`config.mk`:
```
export PLATFORM = sky130hd
export DESIGN_NAME = flash_boot_loader_flat
export DESIGN_NICKNAME = d
export VERILOG_FILES = /design/src/rtl/flash_boot_loader_if.sv /design/src/rtl/flash_boot_loader.sv /design/src/flat_wrapper.sv
export SDC_FILE = /design/constraint.sdc
export NUM_CORES = 1
export LEC_CHECK = 0
export ABC_AREA = 1
export BUFFER_PORTS_ARGS = -buffer_cell sky130_fd_sc_hd__buf_2
export CAP_MARGIN = 25
export CORE_AREA = 10 10 145 147
export CTS_CLUSTER_SIZE = 16
export DETAILED_ROUTE_END_ITERATION = 16
export DIE_AREA = 0 0 155 157
export PLACE_DENSITY_LB_ADDON = 0.05
export SETUP_SLACK_MARGIN = 0.02
export SKIP_CTS_REPAIR_TIMING = 1
export SYNTH_ARGS = -nofsm -noshare
export SYNTH_HDL_FRONTEND = slang
export SYNTH_SLANG_ARGS = --single-unit
```
`constraint.sdc`:
```
create_clock -name clk -period 2 [get_ports clk]
set_input_delay 0.4 -clock clk [delete_from_list [all_inputs] [get_ports clk]]
set_output_delay 0.4 -clock clk [all_outputs]
set_load 0.02 [all_outputs]
```
`src/rtl/flash_boot_loader_if.sv`:
```
// Bundle of the loader's SPI flash pins, RAM write port and start/status
// handshake. The loader drives through the master modport. The flash,
// the RAM and the top-level glue sit on the slave side.
interface flash_boot_loader_if;
    logic        start;
    logic        flash_sck;
    logic        flash_mosi;
    logic        flash_miso;
    logic        flash_cs_n;
    logic        mem_write_enable;
    logic [0:15] mem_write_addr;
    logic [0:15] mem_write_data;
    logic        busy;
    logic        done;

    modport master (
        input  start,
        input  flash_miso,
        output flash_sck,
        output flash_mosi,
        output flash_cs_n,
        output mem_write_enable,
        output mem_write_addr,
        output mem_write_data,
        output busy,
        output done
    );

    modport slave (
        output start,
        output flash_miso,
        input  flash_sck,
        input  flash_mosi,
        input  flash_cs_n,
        input  mem_write_enable,
        input  mem_write_addr,
        input  mem_write_data,
        input  busy,
        input  done
    );
endinterface

```
`src/rtl/flash_boot_loader.sv`:
```
// Boot-time copier: wakes the SPI flash from deep power-down, then streams
// WORDS big-endian 16-bit words from FLASH_OFFSET into RAM addresses
// 0..WORDS-1. It holds busy while it owns the RAM write port and raises a
// sticky done at the end.
module flash_boot_loader #(
    parameter logic [23:0] FLASH_OFFSET = 24'h020000,
    parameter int unsigned WORDS        = 4096,
    parameter int unsigned CLK_DIV      = 2,
    parameter int unsigned WAKE_WAIT    = 160
) (
    input logic                 clk,
    input logic                 resetq,
    flash_boot_loader_if.master bus
);

    typedef enum logic [2:0] {
        IDLE,
        WAKE_CMD,
        WAKE_GAP,
        READ_CMD,
        READ_DATA,
        DONE
    } state_t;

    localparam logic [15:0] DIV_LAST   = 16'(CLK_DIV - 1);
    localparam logic [15:0] GAP_LAST   = 16'(WAKE_WAIT - 1);
    localparam logic [15:0] WORD_END   = 16'(WORDS);
    localparam logic [31:0] WAKE_FRAME = {8'hAB, 24'h000000};
    localparam logic [31:0] READ_FRAME = {8'h03, FLASH_OFFSET};

    state_t      state_q;
    logic [15:0] div_q;
    logic [15:0] gap_q;
    logic [15:0] word_q;
    logic [4:0]  bit_q;
    logic [31:0] tx_q;
    logic [0:15] rx_q;
    logic        sck_q;
    logic        cs_n_q;
    logic        we_q;
    logic        busy_q;
    logic        done_q;
    logic [0:15] addr_q;
    logic [0:15] data_q;

    logic shifting;
    logic tick;
    logic rise;
    logic fall;

    // SCK phase timing: each half-period lasts CLK_DIV cycles while a transfer is active
    always_comb begin
        shifting = (state_q == WAKE_CMD) || (state_q == READ_CMD) || (state_q == READ_DATA);
        tick     = shifting && (div_q == DIV_LAST);
        rise     = tick && !sck_q;
        fall     = tick && sck_q;
    end

    // Sequencer: SPI shifting, wake gap, word assembly and RAM write strobes
    always_ff @(posedge clk or negedge resetq) begin
        if (!resetq) begin
            state_q <= IDLE;
            div_q   <= '0;
            gap_q   <= '0;
            word_q  <= '0;
            bit_q   <= '0;
            tx_q    <= '0;
            rx_q    <= '0;
            sck_q   <= 1'b0;
            cs_n_q  <= 1'b1;
            we_q    <= 1'b0;
            busy_q  <= 1'b0;
            done_q  <= 1'b0;
            addr_q  <= '0;
            data_q  <= '0;
        end else begin
            we_q <= 1'b0;

            if (shifting) begin
                if (tick) begin
                    div_q <= '0;
                    sck_q <= ~sck_q;
                end else begin
                    div_q <= div_q + 16'd1;
                end
            end

            case (state_q)
                IDLE: begin
                    if (bus.start) begin
                        state_q <= WAKE_CMD;
                        busy_q  <= 1'b1;
                        cs_n_q  <= 1'b0;
                        tx_q    <= WAKE_FRAME;
                        div_q   <= '0;
                        bit_q   <= '0;
                        sck_q   <= 1'b0;
                        word_q  <= '0;
                    end
                end

                WAKE_CMD: begin
                    // MOSI is tx_q[31]; shifting only on the falling half keeps it stable while SCK is high
                    if (fall) begin
                        tx_q  <= {tx_q[30:0], 1'b0};
                        bit_q <= bit_q + 5'd1;
                        if (bit_q == 5'd7) begin
                            cs_n_q  <= 1'b1;
                            gap_q   <= '0;
                            state_q <= WAKE_GAP;
                        end
                    end
                end

                WAKE_GAP: begin
                    if (gap_q == GAP_LAST) begin
                        state_q <= READ_CMD;
                        cs_n_q  <= 1'b0;
                        tx_q    <= READ_FRAME;
                        div_q   <= '0;
                        bit_q   <= '0;
                        sck_q   <= 1'b0;
                    end else begin
                        gap_q <= gap_q + 16'd1;
                    end
                end

                READ_CMD: begin
                    // Once 32 shifts are done tx_q is empty, so MOSI reads 0 during the data phase
                    if (fall) begin
                        tx_q <= {tx_q[30:0], 1'b0};
                        if (bit_q == 5'd31) begin
                            bit_q   <= '0;
                            state_q <= READ_DATA;
                        end else begin
                            bit_q <= bit_q + 5'd1;
                        end
                    end
                end

                READ_DATA: begin
                    if (rise) begin
                        rx_q <= {rx_q[1:15], bus.flash_miso};
                        if (bit_q == 5'd15) begin
                            bit_q  <= '0;
                            we_q   <= 1'b1;
                            addr_q <= word_q;
                            data_q <= {rx_q[1:15], bus.flash_miso};
                            word_q <= word_q + 16'd1;
                        end else begin
                            bit_q <= bit_q + 5'd1;
                        end
                    end
                    // The SCK toggle above already drives SCK low on this half-period boundary
                    if (fall && (word_q == WORD_END)) begin
                        cs_n_q  <= 1'b1;
                        busy_q  <= 1'b0;
                        done_q  <= 1'b1;
                        state_q <= DONE;
                    end
                end

                DONE: begin
                    state_q <= DONE;
                end

                default: begin
                    state_q <= IDLE;
                end
            endcase
        end
    end

    assign bus.flash_sck        = sck_q;
    assign bus.flash_mosi       = tx_q[31];
    assign bus.flash_cs_n       = cs_n_q;
    assign bus.mem_write_enable = we_q;
    assign bus.mem_write_addr   = addr_q;
    assign bus.mem_write_data   = data_q;
    assign bus.busy             = busy_q;
    assign bus.done             = done_q;

endmodule
```
`src/flat_wrapper.sv`:
```
// flat-port wrapper written by rule: the top's interface ports become plain ports
module flash_boot_loader_flat 
#(
    parameter logic [23:0] FLASH_OFFSET = 24'h020000,
    parameter int unsigned WORDS        = 4096,
    parameter int unsigned CLK_DIV      = 2,
    parameter int unsigned WAKE_WAIT    = 160
)
  (clk, resetq, bus_start, bus_flash_miso, bus_flash_sck, bus_flash_mosi, bus_flash_cs_n, bus_mem_write_enable, bus_mem_write_addr, bus_mem_write_data, bus_busy, bus_done);
  flash_boot_loader_if bus_i ();
  input logic clk;
  input logic resetq;
  input wire logic [$bits(bus_i.start)-1:0] bus_start;
  input wire logic [$bits(bus_i.flash_miso)-1:0] bus_flash_miso;
  output wire logic [$bits(bus_i.flash_sck)-1:0] bus_flash_sck;
  output wire logic [$bits(bus_i.flash_mosi)-1:0] bus_flash_mosi;
  output wire logic [$bits(bus_i.flash_cs_n)-1:0] bus_flash_cs_n;
  output wire logic [$bits(bus_i.mem_write_enable)-1:0] bus_mem_write_enable;
  output wire logic [$bits(bus_i.mem_write_addr)-1:0] bus_mem_write_addr;
  output wire logic [$bits(bus_i.mem_write_data)-1:0] bus_mem_write_data;
  output wire logic [$bits(bus_i.busy)-1:0] bus_busy;
  output wire logic [$bits(bus_i.done)-1:0] bus_done;
  assign bus_i.start = bus_start;
  assign bus_i.flash_miso = bus_flash_miso;
  assign bus_flash_sck = bus_i.flash_sck;
  assign bus_flash_mosi = bus_i.flash_mosi;
  assign bus_flash_cs_n = bus_i.flash_cs_n;
  assign bus_mem_write_enable = bus_i.mem_write_enable;
  assign bus_mem_write_addr = bus_i.mem_write_addr;
  assign bus_mem_write_data = bus_i.mem_write_data;
  assign bus_busy = bus_i.busy;
  assign bus_done = bus_i.done;
  flash_boot_loader #(.FLASH_OFFSET(FLASH_OFFSET), .WORDS(WORDS), .CLK_DIV(CLK_DIV), .WAKE_WAIT(WAKE_WAIT)) u_core (.clk(clk), .resetq(resetq), .bus(bus_i));
endmodule
```
==> results of run 1 <==
path summary, 6_finish.rpt:
| path | start | endpoint | slack (ps) |
|---|---|---|---|
| worst max-delay path | u_core.div_q[1]$_DFF_PN0_ | u_core.bus.mem_write_addr[2]$_DFFE_PN0P_ | -50 |
| worst min-delay path | bus_flash_miso | u_core.bus.mem_write_data[15]$_DFFE_PN0P_ | 200 |
| worst max register to register | u_core.div_q[1]$_DFF_PN0_ | u_core.bus.mem_write_addr[2]$_DFFE_PN0P_ | -50 |
| worst min register to register | u_core.bus.mem_write_data[15]$_DFFE_PN0P_ | u_core.bus.mem_write_data[15]$_DFFE_PN0P_ | 470 |
| max in group asynchronous | resetq | u_core.rx_q[1]$_DFFE_PN0P_ | 840 |
| min in group asynchronous | resetq | u_core.bus.mem_write_data[10]$_DFFE_PN0P_ | 470 |
layout by cell type, fill, tap and decap left out, types with 17 or more instances in the layout:
| master | count |
|---|---|
| dfrtp_1 | 120 |
| nor2_1 | 73 |
| buf_4 | 45 |
| o21ai_0 | 41 |
| inv_1 | 81 |
| clkbuf_16 | 17 |
| buf_2 | 40 |
| nand4_1 | 22 |
| nand3_1 | 45 |
| a21oi_1 | 17 |
| nand2_1 | 212 |
| o21ai_1 | 53 |
per-layer routing:
layer	up-vias	routed length (um)	track usage, %
li1	2757	-	-
met1	2471	7290	16.4
met2	76	7140	20.4
met3	24	539	3.03
met4	0	294	5.13
met5	-	0	0
cells in the mapped netlist, types with 5 or more instances:
cell type	count	share of area, %
nor3_1	14	1.1
o21ai_0	46	3.7
nand2_2	5	0.50
ha_1	11	2.2
dfrtp_1	122	49
nand2_4	5	0.90
inv_1	82	4.9
nand2_1	223	13
inv_2	7	0.42
nand3_1	45	3.6
buf_2	13	1.0
nand3b_1	5	0.60
nand4_1	22	2.2
clkbuf_1	5	0.30
xor2_1	8	1.1
a21oi_1	17	1.4
nor2_1	79	4.8
o21ai_1	50	4.0
worst min-delay path: stages:
cell	delay, ps
buf_2	90
nand2_1	50
nand2_1	40
metrics by stage:
stage	setup slack, ps	total power [mW]
5_1_grt	-275	5.98
3_5_place_dp	-133	2.64
4_1_cts	-143	5.85
3_3_place_gp	-46.1	2.64
6_report	-52.5	5.75
2_1_floorplan	21.7	2.57
flip-flops by register name, summed over array words and instances, names as in the netlist, 3 cells and up:
signal / flops
u_core.state_q: 3
u_core.bus.mem_write_addr: 16
u_core.gap_q: 16
u_core.bit_q: 5
u_core.word_q: 16
u_core.bus.mem_write_data: 16
u_core.div_q: 16
u_core.rx_q: 15
u_core.tx_q: 15
cell type report:
cell class / instances / area share, %
clock buffer: 17 / 5.40
clock inverter: 15 / 2.25
inverter: 89 / 4.33
multi-input combinational: 561 / 36.3
sequential: 123 / 39.1
tap: 234 / 3.71
timing repair buffer: 94 / 8.87
power by group through the flow:
stage | clock [mW] | combinational (mW) | sequential, mW
3_3_place_gp | 0 | 0.0869 | 2.55
3_5_place_dp | 0 | 0.0885 | 2.55
4_1_cts | 3.26 | 0.0892 | 2.51
5_1_grt | 3.37 | 0.102 | 2.51
2_1_floorplan | 0 | 0.0153 | 2.55
6_report | 3.15 | 0.0848 | 2.51
kinds of logic after synthesis:
kind of cell             after synthesis
AND/OR/NAND/NOR                      415
adder cells (fa/ha/maj)               11
AO/OA/AOI/OAI                        121
XOR/XNOR                              10
flip-flops                           123
buffers and inverters                111
==> qor.csv, run 1 <==
metric,value,unit
status,"complete, but fails checks",
synth.net_count,806,
clock_latency,420,ps
grt.total_usage,12.8,%
slowest_delay,370,ps
crit_path_end_kind,flop,
stdcell_area,0.00788,mm^2
hold-path-cell-count,3,
grt_pass1_vias,5175,
synthSimpleGateAreaFrac,29.5,%
insertedDiodeCount,0,
ant_nets,0,
synth_edf_count,0,
dpl.hpwl,10900,um
ys_seq_area_share,49.5,%
ff_latch_area,0.00308,mm^2
maxSlewViolCount,0,
min_path_type,in -> reg,
cp_num_cells,14,
syn_avg_cell_area,7.87,um^2
layout.cells.non_filler,1133,
grt_max_degree,41,
arrival,2360,ps
seqPwrFrac,43.6,%
cp_top_family,simple AND/OR/NAND/NOR gates,
antenna_found_initial,0,
worst-setup-path-type,reg -> reg,
cp.required,2300,ps
cp_num_buf_inv,4,
cap_violations,0,
drt-total-wl,15300,um
place.gp.congestion,0.819,
crit_fanout,21,
synth_ff_type,dfrtp_1,
drt_iter0_markers,277,
power.switching,1.34,mW
p_int,4.41,mW
ys_seq_elements,123,
dr_total_vias,5328,
tritoncts,built,
cts_max_path_buffers,2,
reg2regPathDepth,14,
pin_count,42,
clock_sinks,123,
worst_hold_slack,199,ps
hold_viol,0,
drt_pre_antenna_iters,7,
powerDensity,729,mW/mm^2
overflow,0,
port_buffers,41,
die_height,157,um
root_buffer,clkbuf_16,
synthMuxAreaShare,0,%
tightest_slew,498,ps
min_period_over_period,103,%
synth-xor-area-share,1.41,%
setup_viol,39,
rsz0062_at_grt,yes,
core_area,0.0183,mm^2
yosysWarnings,0,
fin_util,43.0,%
drive_above_1_share,20.9,%
wl_per_cell,13.5,um
die_w,155,um
cts_buffers,17,
multi_input_area,0.00286,mm^2
syn2layout_area_growth,26.7,%
critPathLaunchType,flop,
totalNegativeSetupSlack,-1040,ps
synth_compound_area_share,10.1,%
routed_via_density,4.70,
timing.fmax,487,MHz
synth_cell_types,35,
fin_skew,7.13,ps
fp.dieArea,0.0243,mm^2
synthAdderAreaFrac,2.21,%
synth_area,0.00622,mm^2
grt_pass1_wl,25500,um
final_nets,901,
syn_inst,791,
swShare,23.3,%
violations,setup timing,
fin_crit,2050,ps
cp_slowest_cell,dfrtp_1,
placed_area,0.00709,mm^2
clk_pin_slew,60,ps
pwr-share-comb,1.5,%
num-fill-cells,1858,
irDropWorstVdd,0.000580,V
leakage,3.83,nW
synth_top_family_by_area,simple AND/OR/NAND/NOR gates,
synthArstFlopShare,100,%
rows,50,
pwr-share-clk,54.9,%
htreeDepth,4,
crit_chain,"inv_1, ha_1, nand2_1, nor3_2, nand3_1, nor2_2, ha_1, inv_1, nor2_4, nand2_4, buf_12, buf_12, nand2_1, o21ai_1",
start_util,34.0,%
fin_ws,-52.5,ps
drcViolationCount,0,
relSlewSlack,66.5,%
placed_cells,1095,
(Power assumes the default switching activity.)
==> run 2, diff against run 1 <==
--- a/config.mk
+++ b/config.mk
@@ -9,10 +9,11 @@
 export BUFFER_PORTS_ARGS = -buffer_cell sky130_fd_sc_hd__buf_2
 export CAP_MARGIN = 25
 export CORE_AREA = 10 10 145 147
+export CTS_BUF_LIST = sky130_fd_sc_hd__clkbuf_4 sky130_fd_sc_hd__clkbuf_8 sky130_fd_sc_hd__clkbuf_16
 export CTS_CLUSTER_SIZE = 16
 export DETAILED_ROUTE_END_ITERATION = 16
 export DIE_AREA = 0 0 155 157
-export PLACE_DENSITY_LB_ADDON = 0.05
+export PLACE_DENSITY = 0.55
 export SETUP_SLACK_MARGIN = 0.02
 export SKIP_CTS_REPAIR_TIMING = 1
 export SYNTH_ARGS = -nofsm -noshare
==> run 2 against run 1 <==
  * The run still ends with setup timing left
  * Register-to-register slack lost 80 ps
  * Clock power shrank 5%
  * Global-route usage shrank 0.15 points
  * Count of clock-buffer cells in the layout grew 1
  * Critical path type unchanged
  * Critical endpoint is now u_core.tx_q[29]$_DFFE_PN0P_
==> qor.csv, run 2 (synthesis gave the netlist of run 1 again) <==
metric,value,unit,change
final_common_cell,nand2_1,,
overflow,0,,unchanged
die_height,157,um,unchanged
grt.total_usage,12.7,%,-0.15 points
fin_crit,2130,ps,+75.6 ps
insertedDiodeCount,0,,unchanged
place.gp.congestion,0.854,,+4.3%
irDropWorstVdd,0.000707,V,+22%
critPathLaunchType,flop,,
worst-setup-path-type,reg -> reg,,
htreeDepth,4,,unchanged
stdcell_area,0.00839,mm^2,+6.5%
clk_pin_slew,60,ps,about the same
root_buffer,clkbuf_16,,
pin_count,42,,unchanged
final_nets,913,,+1.3%
min_path_type,in -> reg,,
port_buffers,41,,unchanged
timing.fmax,470,MHz,-3.6%
placed_area,0.00709,mm^2,unchanged
worstReg2RegEnd,u_core.tx_q[29]$_DFFE_PN0P_,,
reg2regPathDepth,14,,unchanged
cp.required,2300,ps,about the same
syn2layout_area_growth,34.9,%,
r2r_setup_slack,-130,ps,-80 ps
cts_buffers,17,,unchanged
reg2reg_from,u_core.div_q[1]$_DFF_PN0_,,
num-fill-cells,1761,,-5.2%
drt-total-wl,15900,um,+3.9%
rows,50,,unchanged
drt_pre_antenna_iters,6,,-1
violations,setup timing,,
wl_per_cell,13.8,um,+2.8%
tightest_slew,439,ps,-58.7 ps
drt_iter0_markers,313,,+13%
setup_viol,84,,+120%
grt_max_degree,42,,+2.4%
maxSlewViolCount,0,,unchanged
drcViolationCount,0,,unchanged
fin_skew,10.7,ps,+3.61 ps
dr_total_vias,5500,,+3.2%
cap_violations,0,,unchanged
grt_pass1_wl,25500,um,+0.14%
status,"complete, but fails checks",,
drive_above_1_share,28.5,%,+7.6 points
rsz0062_at_grt,yes,,
clock_latency,430,ps,about the same
finalPower,5.59,mW,-2.7%
crit_path_end_kind,flop,,
powerDensity,667,mW/mm^2,-8.6%
hold_viol,0,,unchanged
grt_pass1_vias,5267,,+1.8%
antenna_found_initial,0,,unchanged
relSlewSlack,70.5,%,+3.9 points
worstHoldStart,bus_flash_miso,,
die_w,155,um,unchanged
hold-path-cell-count,3,,unchanged
cts_max_path_buffers,2,,unchanged
leakage,4.03,nW,+5.2%
hold_end,u_core.bus.mem_write_data[15]$_DFFE_PN0P_,,
fp.dieArea,0.0243,mm^2,unchanged
layout_common_cells,"180 x nand2_1, 120 x dfrtp_1, 77 x inv_1",,
ant_nets,0,,unchanged
dpl_worst_slack,-250,ps,-117 ps
min_period_over_period,106,%,+3.8 points
dpl.hpwl,10300,um,-5.3%
start_util,34.0,%,unchanged
clock_sinks,123,,unchanged
crit_fanout,7,,-67%
routed_via_density,4.80,,+2.1%
tritoncts,built,,
fin_util,45.8,%,+2.8 points
arrival,2430,ps,+70 ps
fin_ws,-128,ps,-75.6 ps
core_area,0.0183,mm^2,unchanged
==> run 2: cell types whose count changed in the layout (fill, tap and decap cells not counted), moves of 5 or more <==
cell / delta
nand2_2: +20
o21ai_0: -10
o21ai_2: +11
buf_6: +8
nand2_1: -32
nand2_4: +11
clkbuf_16: +6
a21oi_1: -5
==> run 2: how the worst max path moves through the flow <==
stage	from	to	slack (ps)	cells after the start
2_1_floorplan	u_core.state_q[0]$_DFFE_PN0P_	u_core.bus.mem_write_addr[7]$_DFFE_PN0P_	20	14
3_3_place_gp	u_core.div_q[1]$_DFF_PN0_	u_core.state_q[1]$_DFFE_PN0P_	-180	17
3_5_place_dp	u_core.div_q[1]$_DFF_PN0_	u_core.state_q[1]$_DFFE_PN0P_	-250	17
4_1_cts	u_core.div_q[1]$_DFF_PN0_	u_core.state_q[0]$_DFFE_PN0P_	-260	17
5_1_grt	u_core.div_q[8]$_DFF_PN0_	u_core.tx_q[28]$_DFFE_PN0P_	-260	14
6_report	u_core.div_q[1]$_DFF_PN0_	u_core.tx_q[29]$_DFFE_PN0P_	-130	14
==> run 2: routing by layer <==
metal,GRT usage [%],wire length [um],share of wire [%]
met5,0,0,0
met4,4.54,258,1.6
met3,3.06,605,3.8
met2,20.6,7640,48
met1,16.0,7360,46
==> run 2: through the flow <==
step           cells  setup TNS (ps)  hold slack [ps]
2_1_floorplan    791               0              104
3_3_place_gp    1095            -846              311
3_5_place_dp    1095           -3890              309
4_1_cts         1127           -4890             -143
5_1_grt         1145          -20330              195
6_report        1145           -5930              195
==> run 2: final cells by class <==
cell class	instances	area, um^2	share of cell area (%)
Clock inverter	14	138	1.64
Tap cell	234	293	3.49
Inverter	89	347	4.13
Clock buffer	18	433	5.16
Timing Repair Buffer	106	950	11.3
Sequential cell	123	3080	36.7
Multi-Input combinational cell	561	3150	37.6
==> run 2: power breakdown <==
group	internal [mW]	switching [mW]
Sequential	2.50	0.00638
Combinational	0.0217	0.0643
Clock	1.75	1.25
==> run 2: worst max-delay path: stages, from the launching register on <==
cell       delay, ps
dfrtp_1          380
inv_1             60
ha_2             160
nand2_2           50
nor3_2           130
nand3_1          110
nor2_2           120
ha_2             230
inv_4             60
buf_6            130
a21oi_4          140
nand3_4          130
clkbuf_16        210
nand2_2           50
o21ai_1           60
